**src/rtl/instr_fetch_unit_pkg.sv**
```systemverilog
// Shared types and constants for the instruction fetch unit:
// FSM state encoding, datapath width and the default reset PC.
package instr_fetch_unit_pkg;

   localparam int WORD_W = 16;
   localparam int CNT_W  = 8;

   localparam logic [WORD_W-1:0] DEFAULT_RESET_PC = 16'h0000;

   typedef enum logic [1:0] {
      IDLE  = 2'b00,
      WAIT  = 2'b01,
      FAULT = 2'b10
   } fetch_state_e;

endpackage

```
**src/rtl/instr_fetch_unit_pc_register.sv**
```systemverilog
// Program counter register: parallel load for branches, +1 after a
// completed fetch (wraps modulo 2^16), asynchronous active-low reset.
import instr_fetch_unit_pkg::*;

module pc_register #(
   parameter logic [WORD_W-1:0] RESET_PC = DEFAULT_RESET_PC
) (
   input  logic              clock,
   input  logic              reset,
   input  logic              load,
   input  logic [WORD_W-1:0] load_value,
   input  logic              incr,
   output logic [WORD_W-1:0] pc
);

   logic [WORD_W-1:0] pc_r;

   // PC state; load wins should both ever be raised, though the FSM never does
   always_ff @(posedge clock or negedge reset) begin
      if (!reset) begin
         pc_r <= RESET_PC;
      end else if (load) begin
         pc_r <= load_value;
      end else if (incr) begin
         pc_r <= pc_r + 16'h0001;
      end else begin
         pc_r <= pc_r;
      end
   end

   assign pc = pc_r;

endmodule

```
**src/rtl/instr_fetch_unit.sv**
```systemverilog
// Instruction fetch unit: IDLE/WAIT/FAULT handshake with memory, instruction
// register and wait-timeout supervision. Outputs come only from registers.
import instr_fetch_unit_pkg::*;

module instr_fetch_unit #(
   parameter logic [WORD_W-1:0] RESET_PC       = DEFAULT_RESET_PC,
   parameter int unsigned       TIMEOUT_CYCLES = 15
) (
   input  logic              clock,
   input  logic              reset,
   input  logic              fetch,
   input  logic              pc_load,
   input  logic [WORD_W-1:0] pc_load_value,
   input  logic              fault_clr,
   input  logic [WORD_W-1:0] mem_rdata,
   input  logic              mem_ready,
   output logic              mem_rd,
   output logic [WORD_W-1:0] mem_addr,
   output logic [WORD_W-1:0] IR,
   output logic [WORD_W-1:0] PC,
   output logic              ir_valid,
   output logic              busy,
   output logic              fetch_fault
);

   localparam logic [CNT_W-1:0] TIMEOUT_C = CNT_W'(TIMEOUT_CYCLES);

   fetch_state_e      state_r;
   fetch_state_e      next_state_s;
   logic [CNT_W-1:0]  wait_cnt_r;
   logic [CNT_W-1:0]  wait_cnt_next_s;
   logic [CNT_W-1:0]  wait_cnt_inc_s;
   logic [WORD_W-1:0] ir_r;
   logic              ir_valid_r;
   logic              ir_load_s;
   logic              pc_load_en_s;
   logic              pc_incr_s;
   logic [WORD_W-1:0] pc_s;

   pc_register #(
      .RESET_PC (RESET_PC)
   ) u_pc_register (
      .clock      (clock),
      .reset      (reset),
      .load       (pc_load_en_s),
      .load_value (pc_load_value),
      .incr       (pc_incr_s),
      .pc         (pc_s)
   );

   // Next-state, wait-counter and datapath-enable decode
   always_comb begin
      next_state_s    = state_r;
      wait_cnt_next_s = wait_cnt_r;
      wait_cnt_inc_s  = wait_cnt_r + 8'd1;
      ir_load_s       = 1'b0;
      pc_load_en_s    = 1'b0;
      pc_incr_s       = 1'b0;
      case (state_r)
         IDLE: begin
            // a same-edge branch lands before WAIT, so the fetch sees the new PC
            pc_load_en_s = pc_load;
            if (fetch) begin
               next_state_s    = WAIT;
               wait_cnt_next_s = 8'd0;
            end else begin
               next_state_s = IDLE;
            end
         end
         WAIT: begin
            if (mem_ready) begin
               ir_load_s    = 1'b1;
               pc_incr_s    = 1'b1;
               next_state_s = IDLE;
            end else begin
               wait_cnt_next_s = wait_cnt_inc_s;
               if (wait_cnt_inc_s == TIMEOUT_C) begin
                  next_state_s = FAULT;
               end else begin
                  next_state_s = WAIT;
               end
            end
         end
         FAULT: begin
            if (fault_clr) begin
               next_state_s = IDLE;
            end else begin
               next_state_s = FAULT;
            end
         end
         default: begin
            next_state_s    = IDLE;
            wait_cnt_next_s = 8'd0;
         end
      endcase
   end

   // State and wait-counter registers
   always_ff @(posedge clock or negedge reset) begin
      if (!reset) begin
         state_r    <= IDLE;
         wait_cnt_r <= 8'd0;
      end else begin
         state_r    <= next_state_s;
         wait_cnt_r <= wait_cnt_next_s;
      end
   end

   // Instruction register and its one-cycle valid pulse
   always_ff @(posedge clock or negedge reset) begin
      if (!reset) begin
         ir_r       <= 16'h0000;
         ir_valid_r <= 1'b0;
      end else begin
         ir_r       <= ir_load_s ? mem_rdata : ir_r;
         ir_valid_r <= ir_load_s;
      end
   end

   assign mem_rd      = (state_r == WAIT);
   assign busy        = (state_r == WAIT);
   assign fetch_fault = (state_r == FAULT);
   assign mem_addr    = pc_s;
   assign PC          = pc_s;
   assign IR          = ir_r;
   assign ir_valid    = ir_valid_r;

endmodule

```
**config.mk**
```make
export PLATFORM = sky130hd
export DESIGN_NAME = instr_fetch_unit
export DESIGN_NICKNAME = d
export VERILOG_FILES = /design/src/rtl/instr_fetch_unit_pkg.sv /design/src/rtl/instr_fetch_unit_pc_register.sv /design/src/rtl/instr_fetch_unit.sv
export SDC_FILE = /design/constraint.sdc
export NUM_CORES = 1
export LEC_CHECK = 0
export ABC_AREA = 1
export CAP_MARGIN = 20
export CORE_MARGIN = 2
export CORE_UTILIZATION = 30
export DETAILED_ROUTE_END_ITERATION = 7
export GPL_ROUTABILITY_DRIVEN = 0
export PLACE_DENSITY_LB_ADDON = 0.12
export SYNTH_ARGS = -nofsm -noshare
export SYNTH_HDL_FRONTEND = slang
export SYNTH_SLANG_ARGS = --single-unit
```
**constraint.sdc**
```tcl
create_clock -name clock -period 2.3 [get_ports clock]
set_input_delay 0.46 -clock clock [delete_from_list [all_inputs] [get_ports clock]]
set_output_delay 0.46 -clock clock [all_outputs]
set_load 0.05 [all_outputs]
```
==> flow_summary.yaml, run 1 <==
status:
  outcome: "finished clean"
finish:
  multiInputGateArea_um2: 1090
  synthToLayoutAreaGrowth_pct: 39.6
  design.final.nets: 445
  antenna-diode-count: 0
  filler_cell_count: 845
  layout-drive-gt1-share: 0.0864
  area.sequential_um2: 1080
setup_path:
  cp.arrival_ps: 1740
  path_max_fanout: 3
  cp.buffers_inverters: 2
  setup.worst_path.end_class: "output port"
  slowest_cell_delay_on_critical_path_ps: 810
  slowest_stage: "sky130_fd_sc_hd__clkdlybuf4s50_1"
  path_delay_family: "buffers and inverters"
  criticalPathCategory: "reg -> out"
  critical_path.startpoint_type: "flop"
  critical_path_required_ps: 1840
  cp_cell_sequence: "inv_1, nor2_1, clkdlybuf4s50_1"
place:
  final_hpwl_from_detailed_placement_mm: 4.71
  port-buffer-count: 89
power:
  peak_supply_drop_mv: 0.422
  power_per_cell_area_nw_per_um2: 1060
  p_leak_nw: 1.57
synth:
  synth_sequential_area_ratio: 0.435
  synth_cell_types: 25
  yosys_register_bits: 43
  syn-instance-count: 329
  synth.yosys.warnings: 0
  post_synth.cell_area_avg_um2: 7.52
  yosysTopAreaCell: "sky130_fd_sc_hd__dfrtp_1"
  synth.area.top_cells: "sky130_fd_sc_hd__dfrtp_1, sky130_fd_sc_hd__nand2_1, sky130_fd_sc_hd__buf_4, sky130_fd_sc_hd__nand3_1, sky130_fd_sc_hd__nor2_1"
  synthesis.nets: 370
  top_area_cell_type_share_of_the_netlist_area: 0.435
  netlist_area_um2: 2470
die:
  start_util: 0.306
  num_rows: 33
  floorplan.die.width_um: 94.8
  die_footprint_um2: 8990
  io-pin-count: 90
  placeableCoreArea_um2: 8090
  dieHeight_um: 94.8
timing:
  worst-slew-pin-transition_ps: 540
  setup_viol: 0
  maxClockFrequency_mhz: 455
  report.final.hold_viol_count: 0
  finalSetupTns_ps: 0
  setup_repair_after_global_routing_missed_its_margin: "no"
  finalClockSkew_ps: 7.62
  slew_headroom: 0.640
  finalMaxSlewViolations: 0
  portion_of_the_clock_cycle_consumed_by_the_worst_path_in_the_final_layout: 0.957
  timing.final.crit_period_ps: 2200
  holdWs_ps: 124
global_route:
  globalRouteTotalUtil: 0.148
  global_route_wire_length_before_repair_mm: 10.3
  grt_overflow_total: 0
  maximum_number_of_pins_on_one_net_before_global_route_repair: 24
  grt_antenna_before_repair: 0
  grt_pass1_vias: 2157
cts:
  worstSkewPairLatency_ps: 300
  tritoncts_num_sinks: 43
  cts_inserted_buffers: 5
  post_cts.resized_instances: 0
  cts_tree: "yes"
  cts_hold_repair.buffers: 0
  buffers_inserted_by_post_cts_timing_repair: 0
  cts_root_buf: "sky130_fd_sc_hd__clkbuf_8"
  cts.reportedPaths.clkPinSlew_ps: 90
  cts.path.max_buffers: 2
  htreeDepth: 2
hold_path:
  path_category_of_the_worst_min_delay_check: "in -> async"
routing:
  routed_wire_length_per_instance_um: 12.5
  drt-vias-per-instance: 4.52
  drt_pass1_iterations: 4
  detail_route.drc_violations: 0
  ant_nets: 0
  number_of_drc_markers_after_the_initial_detailed_route_iteration: 71
  detailroute.via_count: 2307
  postRouteWirelength_mm: 6.38
job:
  cap_viol_max_count: 0
==> final timing paths <==
path                                     start              endpoint  slack, ps  cells past startpoint
max reg2reg                u_pc_register.pc[0]  u_pc_register.pc[12]        790                      8
min reg2reg                             IR[12]                IR[12]        480                      2
max                                 state_r[1]           fetch_fault        100                      3
min                                      reset   u_pc_register.pc[9]        120                      1
min in group clock                      IR[12]                IR[12]        480                      2
max in group asynchronous                reset   u_pc_register.pc[2]       1650                      2
==> area by class of cell <==
type	count	share of cell area
multi-input cells	231	0.317
flip-flops and latches	43	0.312
repair buffers	92	0.267
well taps	105	0.0381
inverters	31	0.0337
clock buffers	5	0.0199
clock inverters	3	0.0127
==> logic make-up after synthesis <==
logic type / synth area share
simple gates: 0.359
buf+inv: 0.122
flops: 0.435
compound gates: 0.0688
fa+ha+maj: 0.0152
==> through the flow <==
| stage | power, mW | cell area, um2 | utilization | cells | setup slack, ps |
|---|---|---|---|---|---|
| floorplan | 2.53 | 2470 | - | 329 | 594 |
| detailed placement | 3.10 | 3340 | 0.413 | 502 | 414 |
| finish | 3.68 | 3450 | 0.427 | 510 | 99.9 |
| global route | 3.90 | 3450 | 0.427 | 510 | 4.26 |
| global placement | 3.09 | 3340 | 0.413 | 502 | 440 |
| CTS | 3.72 | 3450 | 0.427 | 510 | 79.4 |
==> layer usage <==
| metal | share of wire | vias to the layer above | GRT usage | routed length (um) |
|---|---|---|---|---|
| li1 | - | 1172 | - | - |
| met1 | 0.44 | 1064 | 0.190 | 2830 |
| met2 | 0.49 | 62 | 0.249 | 3120 |
| met3 | 0.055 | 9 | 0.0375 | 351 |
| met4 | 0.013 | 0 | 0.0362 | 81 |
| met5 | 0 | - | 0 | 0 |
==> cell usage after synthesis <==
master and n:
sky130_fd_sc_hd__a211oi_2 1, sky130_fd_sc_hd__a21oi_1 1, sky130_fd_sc_hd__and2_1 1, sky130_fd_sc_hd__buf_2 2
sky130_fd_sc_hd__buf_4 19, sky130_fd_sc_hd__buf_6 3, sky130_fd_sc_hd__dfrtp_1 43, sky130_fd_sc_hd__ha_1 3
sky130_fd_sc_hd__inv_1 27, sky130_fd_sc_hd__inv_2 4, sky130_fd_sc_hd__nand2_1 123, sky130_fd_sc_hd__nand2_4 2
sky130_fd_sc_hd__nand2_8 1, sky130_fd_sc_hd__nand3_1 28, sky130_fd_sc_hd__nand4_1 6, sky130_fd_sc_hd__nor2_1 28
sky130_fd_sc_hd__nor2_2 8, sky130_fd_sc_hd__nor2_4 3, sky130_fd_sc_hd__nor3_1 2, sky130_fd_sc_hd__o211ai_1 5
sky130_fd_sc_hd__o21ai_0 12, sky130_fd_sc_hd__o21ai_1 1, sky130_fd_sc_hd__o21ai_2 3, sky130_fd_sc_hd__o221a_2 1
sky130_fd_sc_hd__o22ai_1 2
==> placed cells by master, fill, tap and decap left out, types with 2 or more instances in the layout <==
cell,instances
sky130_fd_sc_hd__buf_4,2
sky130_fd_sc_hd__clkbuf_8,5
sky130_fd_sc_hd__clkdlybuf4s50_1,88
sky130_fd_sc_hd__dfrtp_1,43
sky130_fd_sc_hd__ha_1,3
sky130_fd_sc_hd__inv_1,27
sky130_fd_sc_hd__inv_2,4
sky130_fd_sc_hd__nand2_1,123
sky130_fd_sc_hd__nand2_4,2
sky130_fd_sc_hd__nand3_1,28
sky130_fd_sc_hd__nand4_1,6
sky130_fd_sc_hd__nor2_1,28
sky130_fd_sc_hd__nor2_2,8
sky130_fd_sc_hd__nor2_4,3
sky130_fd_sc_hd__nor3_1,2
sky130_fd_sc_hd__o211ai_1,5
sky130_fd_sc_hd__o21ai_0,12
sky130_fd_sc_hd__o21ai_2,3
sky130_fd_sc_hd__o22ai_1,2
==> where the power goes <==
part	total [mW]	switching [mW]	internal (mW)
Combinational	1.94	1.30	0.633
Sequential	1.13	0.211	0.921
Clock	0.606	0.283	0.324
==> state kept, by name (all words and copies together), names as in the netlist <==
register and cells:
ir_valid 1, state_r 2, wait_cnt_r 8, IR 16, u_pc_register.pc 16
No activity file was read; power rests on OpenSTA's default activity.
==> run 2: changes to the inputs <==
--- a/config.mk
+++ b/config.mk
@@ -11,6 +11,7 @@
 export CORE_UTILIZATION = 30
 export DETAILED_ROUTE_END_ITERATION = 7
 export GPL_ROUTABILITY_DRIVEN = 0
+export GPL_TIMING_DRIVEN = 0
 export PLACE_DENSITY_LB_ADDON = 0.12
 export SYNTH_ARGS = -nofsm -noshare
 export SYNTH_HDL_FRONTEND = slang
==> constraint.sdc (replaced) <==
create_clock -name clock -period 2.7 [get_ports clock]
set_input_delay 0.54 -clock clock [delete_from_list [all_inputs] [get_ports clock]]
set_output_delay 0.54 -clock clock [all_outputs]
set_load 0.05 [all_outputs]
==> flow_summary.yaml, run 2 (synthesis results as in run 1) <==
routing:
  drt_pass1_iterations: 6
  detailroute.via_count: 2414
  detail_route.drc_violations: 0
  drt-vias-per-instance: 4.55
  number_of_drc_markers_after_the_initial_detailed_route_iteration: 84
  postRouteWirelength_mm: 6.50
  ant_nets: 0
  routed_wire_length_per_instance_um: 12.2
die:
  dieHeight_um: 94.8
  num_rows: 33
  io-pin-count: 90
  die_footprint_um2: 8990
  start_util: 0.306
  floorplan.die.width_um: 94.8
  placeableCoreArea_um2: 8090
setup_path:
  critical_path.startpoint_type: "flop"
  cp_cell_sequence: "nor2_4, buf_4, clkdlybuf4s50_1"
  path_delay_family: "buffers and inverters"
  crit_cells: 3
  critical_path_required_ps: 2160
  cp.arrival_ps: 1810
  setup.worst_path.end_class: "output port"
  setup.reg_to_reg.worst_slack_ps: 1200
  cp.buffers_inverters: 2
  cp-startpoint: "state_r[1]"
  path_max_fanout: 4
  slowest_cell_delay_on_critical_path_ps: 780
  criticalPathCategory: "reg -> out"
  slowest_stage: "sky130_fd_sc_hd__clkdlybuf4s50_1"
  worst_r2r_endpoint: "u_pc_register.pc[12]"
  r2r_start: "u_pc_register.pc[0]"
  r2r.worst_path.cells: 8
cts:
  cts_tree: "yes"
  cts.reportedPaths.clkPinSlew_ps: 80
  cts_root_buf: "sky130_fd_sc_hd__clkbuf_8"
  worstSkewPairLatency_ps: 290
  tritoncts_num_sinks: 43
  htreeDepth: 2
  post_cts.resized_instances: 0
  cts_hold_repair.buffers: 0
  cts_inserted_buffers: 5
  cts.path.max_buffers: 2
  buffers_inserted_by_post_cts_timing_repair: 0
finish:
  most-common-layout-cells: "sky130_fd_sc_hd__nand2_1, sky130_fd_sc_hd__clkdlybuf4s50_1, sky130_fd_sc_hd__dfrtp_1"
  layout-drive-gt1-share: 0.131
  final_core_util: 0.446
  antenna-diode-count: 0
  filler_cell_count: 845
  synthToLayoutAreaGrowth_pct: 45.8
  most_common_cell_after_layout_fill_and_taps_aside: "sky130_fd_sc_hd__nand2_1"
  design.final.nets: 467
  design_area_um2: 3610
global_route:
  grt_overflow_total: 0
  grt_pass1_vias: 2260
  grtUsageMet1: 0.188
  grt_antenna_before_repair: 0
  globalRouteTotalUtil: 0.149
  maximum_number_of_pins_on_one_net_before_global_route_repair: 23
  global_routing_s_busiest_layer: "met2"
  met3_usage: 0.0391
  global_route_wire_length_before_repair_mm: 10.4
  gr-usage-met2: 0.252
power:
  p_leak_nw: 1.67
  p_total_mw: 3.16
  peak_supply_drop_mv: 0.267
  power_per_cell_area_nw_per_um2: 878
timing:
  slew_headroom: 0.622
  finalClockSkew_ps: 6.67
  finalMaxSlewViolations: 0
  setup_repair_after_global_routing_missed_its_margin: "no"
  setup_viol: 0
  portion_of_the_clock_cycle_consumed_by_the_worst_path_in_the_final_layout: 0.871
  postLayoutSetupSlackWorst_ps: 347
  timing.final.crit_period_ps: 2350
  maxClockFrequency_mhz: 425
  report.final.hold_viol_count: 0
  worst-slew-pin-transition_ps: 568
  holdWs_ps: 227
place:
  postPlaceCellArea_um2: 3520
  port-buffer-count: 89
  final_hpwl_from_detailed_placement_mm: 4.83
  dp_worst_setup_slack_ps: 658
status:
  outcome: "finished clean"
hold_path:
  path_category_of_the_worst_min_delay_check: "in -> async"
job:
  cap_viol_max_count: 0
run 2: power breakdown:
part / leakage, nW / internal, mW / switching (mW)
clock: 0.0470 / 0.201 / 0.222
combinational: 1.09 / 0.643 / 1.13
sequential: 0.539 / 0.785 / 0.183
total: 1.67 / 1.63 / 1.54
run 2: worst max path at each step:
| stage | endpoint | slack, ps |
|---|---|---|
| after floorplan | u_pc_register.pc[8] | 990 |
| final | mem_rd | 350 |
| after CTS | mem_rd | 330 |
| after global routing | mem_rd | 280 |
| after detailed placement | mem_rd | 660 |
| after global placement | IR[7] | -240 |
run 2: metrics by stage:
stage | cells | TNS, ps
after global routing | 531 | 0
after global placement | 523 | -10420
after detailed placement | 524 | 0
after floorplan | 329 | 0
final | 531 | 0
after CTS | 531 | 0
run 2: layout make-up:
class / instances / area (um2) / share of cell area
Multi-Input combinational cell: 231 / 1090 / 0.304
Sequential cell: 43 / 1080 / 0.298
Timing Repair Buffer: 90 / 913 / 0.253
Buffer: 24 / 186 / 0.0517
Tap cell: 105 / 131 / 0.0364
Inverter: 31 / 116 / 0.0323
Clock buffer: 6 / 82.6 / 0.0229
Clock inverter: 1 / 5.00 / 0.00139
run 2: worst register-to-register path, stage by stage, from the launching register on:
cell and delay (ps):
sky130_fd_sc_hd__dfrtp_1 450, sky130_fd_sc_hd__ha_1 210, sky130_fd_sc_hd__nand2_1 130, sky130_fd_sc_hd__nor2_4 250
sky130_fd_sc_hd__nand3_1 100, sky130_fd_sc_hd__nand2_1 70, sky130_fd_sc_hd__nand3_1 70, sky130_fd_sc_hd__nand2_1 70
sky130_fd_sc_hd__o21ai_2 50
run 2: layer usage:
layer,part of all wire,vias to the layer above
li1,-,1215
met1,0.44,1133
met2,0.50,58
met3,0.052,8
met4,0.013,0
met5,0,-
==> RTL change (config.mk and constraints of run 2) <==
`CNT_W`: 8 -> 6.
--- a/src/rtl/instr_fetch_unit_pkg.sv
+++ b/src/rtl/instr_fetch_unit_pkg.sv
@@ -5,3 +5,3 @@
    localparam int WORD_W = 16;
-   localparam int CNT_W  = 8;
+   localparam int CNT_W  = 6;
 
Formal check against the unedited RTL: same outputs for any inputs over 10 cycles, from zero or initial values and one cycle with reset low; that may be too few to reach the edited logic, so the function may still have changed.
==> RTL change against run 2 <==
Area after synthesis down 5.5%. Critical endpoint unchanged. Hold slack worse by 0.13 ns. Total power rose by 1.0%. First-iteration DRC count is 43% lower. Worst setup slack better by 0.0022 ns. Highest routed layer unchanged. Sequential cell count decreased by 2. Routed wire length down 7.5%. Final area down 3.2%.
==> RTL change: results <==
group,metric,value,unit
status,status,"complete, no violations",
global_routing,grt_pass1_vias,2200,
clock_network,clk_pin_slew,0.08,ns
setup_path,crit_start,"state_r[1]",
final_layout,final_util,45.7,%
placed_design,dp_hpwl,4630,um
final_layout,drive_gt1_share,12.4,%
yosys,synth_xor_area_share,0.375,%
setup_path,arrival,1.81,ns
routing,num_vias,2241,
sta,final_hold_viol_count,0,
yosys,yosys.cell_types.count,27,
power,switchingPower,1.52,mW
placed_design,dpl_worst_slack,0.667,ns
clock_network,htree_num_levels,2,
power,ir_worst_vdd,322,uV
yosys,yosysWarnings,0,
yosys,seq_area_frac_synth,43.9,%
global_routing,grtUsageMet1,17.6,%
sta,fin_crit_sh,87.1,%
routing,first_pass_iters,4,
yosys,synth_mux_area_share,0,%
yosys,ys.flop_type,"dfrtp_1",
power,p_leak,1.64,nW
yosys,synth_compound_area_share,6.47,%
global_routing,antenna_found_initial,0,
setup_path,r2r_setup_slack,1.21,ns
sta,fin_worst_skew,0.0136,ns
clock_network,cts_buffers,5,
global_routing,met2_usage,26.1,%
yosys,synth_area_leaders,"dfrtp_1, nand2_1, buf_4",
setup_path,timing.rr.end,"u_pc_register.pc[12]",
routing,drt_iter0_drc,48,
routing,routedWlPerCell,11.7,um
global_routing,grt_use_met3,4.48,%
final_layout,nets,450,
yosys,syn-num-nets,353,
yosys,netlist_top_cells_count,"nand2_1, dfrtp_1, inv_1",
clock_network,cts_setup_buffers,0,
global_routing,grt_first_pass_wirelength,10000,um
clock_network,clockBufferDepth,2,
global_routing,track_usage,14.8,%
global_routing,grt_max_degree,34,
setup_path,crit_path_max_fanout,5,
yosys,synth_fa_ha_area_share,1.61,%
clock_network,clk_latency,0.30,ns
sta,tightest_slew,0.541,ns
placed_design,io_buffers,89,
-- RTL change: cell types whose count changed after synthesis, sizes merged, moves of 2 or more --
cell / change
o211ai: -3
a21oi: +2
dfrtp: -2
o22ai: +2
nand3: -9
nor2: -4
nand2: -12
nor3: +4
inv: +4
-- RTL change: logic make-up (layout without fill, tap and decap cells) --
family / count (synthesis) / in the layout
buf+inv: 58 / 156
compound gates: 27 / 27
simple gates: 182 / 182
xor+xnor: 1 / 1
flops: 41 / 41
fa+ha+maj: 3 / 3
-- RTL change: cell type report --
type	instances	area [um2]
fillers	785	4160
flip-flops and latches	41	1030
multi-input cells	213	995
repair buffers	90	906
plain buffers	23	181
inverters	35	136
well taps	102	128
clock buffers	6	82.6
clock inverters	2	37.5
-- RTL change: per-layer routing --
layer | up-vias | part of all wire (%)
met5 | - | 0
met4 | 0 | 1.2
met3 | 8 | 7.3
met2 | 71 | 48
met1 | 1008 | 44
li1 | 1154 | -
-- RTL change: critical path, stage by stage, from the launching register on --
cell and delay [ns]:
dfrtp_1 0.41, nor2_4 0.19, buf_4 0.13, clkdlybuf4s50_1 0.78
-- RTL change: stage by stage --
step | hold slack, ns | total power, mW | std cells | instance area, um2
2_1_floorplan | 0.244 | 2.09 | 312 | 2340
3_3_place_gp | 0.464 | 2.68 | 503 | 3360
3_5_place_dp | 0.420 | 2.69 | 504 | 3370
4_1_cts | 0.0938 | 3.23 | 512 | 3490
5_1_grt | 0.0899 | 3.39 | 512 | 3490
6_report | 0.0924 | 3.20 | 512 | 3490
-- RTL change: power by group through the flow --
stage	clock, mW	sequential, mW	combinational, mW
floorplan	0	1.36	0.733
global placement	0	0.934	1.75
detailed placement	0	0.933	1.76
CTS	0.550	0.926	1.76
global route	0.574	0.952	1.86
finish	0.532	0.923	1.74
